==> config.mk <==
export PLATFORM = sky130hd
export DESIGN_NAME = seq_divider_flat
export DESIGN_NICKNAME = d
export VERILOG_FILES = /design/src/rtl/seq_divider_if.sv /design/src/rtl/seq_divider.sv /design/src/flat_wrapper.sv
export SDC_FILE = /design/constraint.sdc
export NUM_CORES = 1
export LEC_CHECK = 0
export CAP_MARGIN = 20
export CORE_MARGIN = 2
export CORE_UTILIZATION = 45
export CTS_BUF_LIST = sky130_fd_sc_hd__clkbuf_4 sky130_fd_sc_hd__clkbuf_8 sky130_fd_sc_hd__clkbuf_16
export CTS_CLUSTER_DIAMETER = 80
export CTS_CLUSTER_SIZE = 30
export DETAILED_ROUTE_END_ITERATION = 8
export GPL_ROUTABILITY_DRIVEN = 0
export GPL_TIMING_DRIVEN = 1
export PLACE_DENSITY = 0.68
export SYNTH_ARGS = -nofsm -noshare
export SYNTH_HDL_FRONTEND = slang
export SYNTH_SLANG_ARGS = --single-unit
==> constraint.sdc <==
create_clock -name clk -period 3.55 [get_ports clk]
set_clock_uncertainty 0.1 [all_clocks]
set_input_delay 0.71 -clock clk [delete_from_list [all_inputs] [get_ports clk]]
set_output_delay 0.71 -clock clk [all_outputs]
set_load 0.05 [all_outputs]
==> src/rtl/seq_divider_if.sv <==
// Divide request/response bundle between the ALU (master) and the divide engine (slave).
interface seq_divider_if #(
  parameter int WIDTH = 32
) ();
  logic                 signed_div;
  logic [WIDTH-1:0]     opdata1;
  logic [WIDTH-1:0]     opdata2;
  logic                 start;
  logic                 annul;
  logic [2*WIDTH-1:0]   result;
  logic                 ready;
  logic                 busy;

  modport master (
    output signed_div, opdata1, opdata2, start, annul,
    input  result, ready, busy
  );

  modport slave (
    input  signed_div, opdata1, opdata2, start, annul,
    output result, ready, busy
  );
endinterface

==> src/rtl/seq_divider.sv <==
// Radix-2 restoring divider for DIV/DIVU: result = {remainder, quotient}.
// Ready rises WIDTH+1 edges after start is sampled (1 edge for divide-by-zero); annul aborts.
module seq_divider #(
  parameter int WIDTH = 32
) (
  input logic         clk,
  input logic         rst,
  seq_divider_if.slave dif
);
  localparam int               CNT_W    = $clog2(WIDTH + 1);
  localparam logic [CNT_W-1:0] CNT_DONE = CNT_W'(WIDTH);

  localparam logic [1:0] S_FREE = 2'd0;
  localparam logic [1:0] S_DZ   = 2'd1;
  localparam logic [1:0] S_ON   = 2'd2;
  localparam logic [1:0] S_END  = 2'd3;

  logic [1:0]         state_q, state_d;
  logic [CNT_W-1:0]   cnt_q, cnt_d;
  logic [WIDTH-1:0]   dvd_q, dvd_d;
  logic [WIDTH-1:0]   dvs_q, dvs_d;
  logic [WIDTH-1:0]   rem_q, rem_d;
  logic               signed_q, signed_d;
  logic               sa_q, sa_d;
  logic               sb_q, sb_d;
  logic [2*WIDTH-1:0] result_q, result_d;
  logic               ready_q, ready_d;

  logic [WIDTH:0]     trial;
  logic [WIDTH:0]     diff;
  logic [WIDTH-1:0]   quot_fix;
  logic [WIDTH-1:0]   rem_fix;
  logic               a_neg;
  logic               b_neg;

  // dvd_q doubles as the quotient shift register: dividend bits leave at the top
  // while quotient bits enter at the bottom.
  assign trial    = {rem_q, dvd_q[WIDTH-1]};
  assign diff     = trial - {1'b0, dvs_q};
  assign quot_fix = (signed_q && (sa_q ^ sb_q)) ? -dvd_q : dvd_q;
  assign rem_fix  = (signed_q && sa_q) ? -rem_q : rem_q;
  assign a_neg    = dif.signed_div & dif.opdata1[WIDTH-1];
  assign b_neg    = dif.signed_div & dif.opdata2[WIDTH-1];

  always_comb begin
    state_d  = state_q;
    cnt_d    = cnt_q;
    dvd_d    = dvd_q;
    dvs_d    = dvs_q;
    rem_d    = rem_q;
    signed_d = signed_q;
    sa_d     = sa_q;
    sb_d     = sb_q;
    result_d = result_q;
    ready_d  = ready_q;
    case (state_q)
      S_FREE: begin
        if (dif.start && !dif.annul) begin
          if (dif.opdata2 == '0) begin
            state_d = S_DZ;
            dvd_d   = dif.opdata1;
          end else begin
            state_d  = S_ON;
            signed_d = dif.signed_div;
            sa_d     = a_neg;
            sb_d     = b_neg;
            dvd_d    = a_neg ? -dif.opdata1 : dif.opdata1;
            dvs_d    = b_neg ? -dif.opdata2 : dif.opdata2;
            cnt_d    = '0;
            rem_d    = '0;
          end
        end
      end
      S_ON: begin
        if (dif.annul) begin
          state_d  = S_FREE;
          ready_d  = 1'b0;
          result_d = '0;
        end else if (cnt_q == CNT_DONE) begin
          state_d  = S_END;
          ready_d  = 1'b1;
          result_d = {rem_fix, quot_fix};
        end else begin
          // A borrow out of the trial subtraction means the divisor did not fit.
          if (diff[WIDTH]) begin
            rem_d = trial[WIDTH-1:0];
            dvd_d = {dvd_q[WIDTH-2:0], 1'b0};
          end else begin
            rem_d = diff[WIDTH-1:0];
            dvd_d = {dvd_q[WIDTH-2:0], 1'b1};
          end
          cnt_d = cnt_q + 1'b1;
        end
      end
      S_DZ: begin
        if (dif.annul) begin
          state_d  = S_FREE;
          ready_d  = 1'b0;
          result_d = '0;
        end else begin
          state_d  = S_END;
          ready_d  = 1'b1;
          result_d = {dvd_q, {WIDTH{1'b1}}};
        end
      end
      default: begin
        if (dif.annul || !dif.start) begin
          state_d  = S_FREE;
          ready_d  = 1'b0;
          result_d = '0;
        end
      end
    endcase
  end

  always_ff @(posedge clk or negedge rst) begin
    if (!rst) begin
      state_q  <= S_FREE;
      cnt_q    <= '0;
      dvd_q    <= '0;
      dvs_q    <= '0;
      rem_q    <= '0;
      signed_q <= 1'b0;
      sa_q     <= 1'b0;
      sb_q     <= 1'b0;
      result_q <= '0;
      ready_q  <= 1'b0;
    end else begin
      state_q  <= state_d;
      cnt_q    <= cnt_d;
      dvd_q    <= dvd_d;
      dvs_q    <= dvs_d;
      rem_q    <= rem_d;
      signed_q <= signed_d;
      sa_q     <= sa_d;
      sb_q     <= sb_d;
      result_q <= result_d;
      ready_q  <= ready_d;
    end
  end

  assign dif.result = result_q;
  assign dif.ready  = ready_q;
  assign dif.busy   = (state_q == S_ON) || (state_q == S_DZ);
endmodule

==> src/flat_wrapper.sv <==
// flat-port wrapper written by rule: the top's interface ports become plain ports
module seq_divider_flat 
#(
  parameter int WIDTH = 32
)
  (clk, rst, dif_signed_div, dif_opdata1, dif_opdata2, dif_start, dif_annul, dif_result, dif_ready, dif_busy);
  seq_divider_if #(.WIDTH(WIDTH)) dif_i ();
  input logic clk;
  input logic rst;
  input wire logic [$bits(dif_i.signed_div)-1:0] dif_signed_div;
  input wire logic [$bits(dif_i.opdata1)-1:0] dif_opdata1;
  input wire logic [$bits(dif_i.opdata2)-1:0] dif_opdata2;
  input wire logic [$bits(dif_i.start)-1:0] dif_start;
  input wire logic [$bits(dif_i.annul)-1:0] dif_annul;
  output wire logic [$bits(dif_i.result)-1:0] dif_result;
  output wire logic [$bits(dif_i.ready)-1:0] dif_ready;
  output wire logic [$bits(dif_i.busy)-1:0] dif_busy;
  assign dif_i.signed_div = dif_signed_div;
  assign dif_i.opdata1 = dif_opdata1;
  assign dif_i.opdata2 = dif_opdata2;
  assign dif_i.start = dif_start;
  assign dif_i.annul = dif_annul;
  assign dif_result = dif_i.result;
  assign dif_ready = dif_i.ready;
  assign dif_busy = dif_i.busy;
  seq_divider #(.WIDTH(WIDTH)) u_core (.clk(clk), .rst(rst), .dif(dif_i));
endmodule
==> qor.log <==
[clocking] maximum buffer depth of the clock tree 2
[pwr] Leakage Power 6.58 nW
[die] die area 28300 µm²
[layout] layout cells sized above 1 0.105
[routing] post-detailed-route via-to-cell ratio 5.75
[layout] area added between synthesis and finish 24.3%
[logic_synthesis] average size of a mapped cell 8.01 µm²
[setup_path] stages on the worst setup path 11
[setup_path] start-to-end type of the worst setup path reg2reg
[layout] commonest cells after routing, fill and taps aside 201 x nand2_1, 172 x dfrtp_1, 166 x a21oi_1
[sta] post-layout minimum cycle time 3.43 ns
[logic_synthesis] post-synth top area share 0.354
[setup_path] critical path endpoint u_core.rem_q[1]
[sta] portion of the clock cycle consumed by the worst path in the final layout 0.967
[pwr] Worst VDD drop 0.430 mV
[setup_path] FF-to-FF setup slack 0.12 ns
[pwr] P per Cell Area 690 nW/µm²
[routing] sum of routed wire length over all layers 33800 µm
[grt] global-route usage over all layers 0.240
[layout] post-layout util 0.565
[grt] vias in the first global route 11.0k
[logic_synthesis] sequential share of the synthesized area 0.354
[grt] maximum number of pins on one net before global-route repair 77
[routing] Initial DRC Count 883
[min_path] Hold WC Path Type in2async
[die] Core ar. 26700 µm²
[routing] average wire length per cell after detail routing 16.6 µm
[setup_path] Worst EP required 3.78 ns
[sta] final number of setup-violating endpoints 0
[setup_path] count of buffering cells on the critical path with inverters included 1
[clocking] clock latency of the later-clocked register in the worst-skew pair 0.44 ns
[routing] DR DRC count 0
[setup_path] worst-path cell chain ha_1, a21oi_1, nand2_1, o2111ai_2, a211oi_2, nor2_1, a31oi_2, or4_1, buf_12, and3_1, o32ai_1
[die] Die Y 168 µm
[die] Site Rows 60
[setup_path] CP Launch Point u_core.rem_q[6]
[logic_synthesis] library cell occupying the most area in the post-synthesis netlist dfrtp_1
[layout] final antenna diode count 0
[layout] net count of the finished layout 1794
[clocking] clock root buffer clkbuf_16
[setup_path] critical path peak fanout 26
[placement] HPWL reported at the end of detailed placement 25600 µm
[placement] Placed Instance Area 14500 µm²
[sta] final hold vios 0
[job] MaxCap Viol Count 0
[sta] Max Clk Rate 291 MHz
[setup_path] critical register-to-register path startpoint u_core.rem_q[6]
[routing] TritonRoute pass-1 iters 6
[run_status] outcome complete, no violations
[logic_synthesis] number of nets in the synthesized netlist 1629
[grt] Overflow after GRT 0
[setup_path] element type at the critical path end register
[routing] via count 11.7k
[logic_synthesis] number of warning messages in the yosys log 0
[setup_path] largest stage delay on the critical path 0.59 ns
[setup_path] family with the most delay on the worst path simple AND/OR/NAND/NOR gates
[layout] most frequent standard cell in the layout excluding fill and tap cells nand2_1
[logic_synthesis] fraction of synthesis flops using an asynchronous set or reset pin 1.00
[clocking] cts bufs inserted 17
[layout] number of fill cells 2491
[clocking] CTS tree built
[sta] Final Slew Violations 0
[die] overall die width 168 µm
[logic_synthesis] area of the mapped netlist 12200 µm²
[setup_path] terminus of the critical flop-to-flop path u_core.rem_q[1]
[logic_synthesis] post-synthesis instance total 1517
[setup_path] arrival time reported for the critical path endpoint 3.66 ns
[placement] number of port buffers 134
[sta] Worst Max-Slew Pin Slew 1.05 ns
[die] Initial Util 0.455
[logic_synthesis] Most used DFF post-synth dfrtp_1
[layout] post-route cell area 15100 µm²
[clocking] deepest level of the CTS H-tree 4
[grt] initial antenna violation count 0
[grt] wire length of the first global-routing pass 55600 µm
[setup_path] Startpoint Class register
[routing] wire length on met3 2030 µm
[sta] Relative slew margins 0.297
[routing] met2 wirelength from detailed routing 15400 µm
[logic_synthesis] cell types occupying the most area after synthesis dfrtp_1 35%, a21oi_1 6.9%, nand2_1 6.2%
[setup_path] count of cells along the worst register-to-register path 11
[routing] antenna-violating nets left 0
[clocking] CTS clock-pin slew for the worst setup and hold paths 0.08 ns
[setup_path] master of the slowest instance on the critical path or4_1
[clocking] Sink Count 172
[logic_synthesis] count of flip-flops with a built-in enable after synthesis 0
[routing] top layer used by detailed routing met4
[routing] met1 wire length 15600 µm
[die] top-level I/O count 135
[pwr] post-route total power 10.4 mW
[logic_synthesis] Yosys reg bits 172
[logic_synthesis] distinct cell type count of the synthesized netlist 73
==> logic make-up (layout without fill, tap and decap cells) <==
| kind of cell | count (synthesis) | count (layout) | share of synthesized area |
|---|---|---|---|
| AOI/OAI and AO/OA | 496 | 496 | 0.248 |
| and+or+nand+nor | 493 | 494 | 0.188 |
| DFF | 172 | 172 | 0.354 |
| buffers and inverters | 161 | 338 | 0.0550 |
| xor gates and xnor gates | 147 | 147 | 0.106 |
| adders and majority gates | 43 | 43 | 0.0449 |
| muxes | 5 | 5 | 0.00422 |
==> power by group <==
| part | switching, mW | leakage [nW] | internal (mW) |
|---|---|---|---|
| registers | 0.567 | 2.26 | 2.55 |
| clock network | 0.902 | 0.272 | 0.946 |
| logic | 3.45 | 4.05 | 2.01 |
| total | 4.92 | 6.58 | 5.51 |
==> metal layers <==
metal  vias to the layer above  global-route usage
met5                         -                   0
met4                         0              0.0791
met3                        62              0.0280
met2                       406               0.387
met1                      5524               0.338
li1                       5708                   -
==> worst min-delay path by stage <==
| stage | start | end | slack (ns) | cells after the start |
|---|---|---|---|---|
| global placement | u_core.dvs_q[25] | u_core.dvs_q[25] | 0.36 | 2 |
| detailed placement | u_core.dvs_q[25] | u_core.dvs_q[25] | 0.37 | 2 |
| CTS | rst | u_core.dif.result[6] | 0.18 | 1 |
| finish | rst | u_core.dif.result[6] | 0.14 | 1 |
| global route | rst | u_core.dif.result[10] | 0.19 | 1 |
| floorplan | rst | u_core.cnt_q[0] | 0.31 | 0 |
==> cell usage after synthesis, drive strengths merged (6+ instances only) <==
master  count
and3        9
a211oi      7
a21o       20
nor2      125
nor3       30
o21bai      6
nand2     201
o211ai     17
buf        25
o21ai     155
o41ai       9
nand2b     13
nand3      23
clkbuf     76
a22oi      30
nor4       14
or4        14
dfrtp     172
nand4      16
a21oi     169
ha         42
nor2b       8
and2       10
inv        60
or3        15
o31ai      30
a31oi      13
xor2       78
a221o      14
xnor2      69
==> what timing repair did <==
action                                  4_1_cts  5_1_grt
resized for setup                             0        4
buffers inserted                              0        1
hold buffers                                  0        0
endpoints found under the setup margin        0       44
==> worst reg2reg max path, delay by kind of cell (launching register included) <==
family / cells / cell delay, ns
AOI/OAI and AO/OA: 5 / 1.05
adders and majority gates: 1 / 0.39
buffers and inverters: 1 / 0.22
DFF: 1 / 0.41
and+or+nand+nor: 4 / 1.16
==> per-stage QoR <==
stage	hold WS [ns]	cells	setup WS (ns)	setup TNS, ns
after floorplan	0.314	1517	0.344	0
after global placement	0.361	2002	-0.224	-6.09
after detailed placement	0.370	2002	-0.290	-10.15
after CTS	0.176	2034	0.0386	0
after global routing	0.194	2036	-0.00447	-0.00447
final	0.142	2036	0.119	0
==> flip-flops by register name, indices dropped and copies added (netlist names), 2 cells and up <==
name	cells
u_core.dvs_q	32
u_core.dvd_q	32
u_core.state_q	2
u_core.dif.result	64
u_core.cnt_q	6
u_core.rem_q	32
==> layout make-up <==
class | count | area (µm²) | area share
multi-input combinational | 1185 | 7260 | 0.481
clock inverter | 14 | 129 | 0.00853
tap | 341 | 427 | 0.0282
clock buffer | 18 | 439 | 0.0291
sequential | 172 | 4300 | 0.285
timing repair buffer | 246 | 2320 | 0.154
inverter | 60 | 225 | 0.0149
Note: power is estimated with default switching activity, not from simulation.
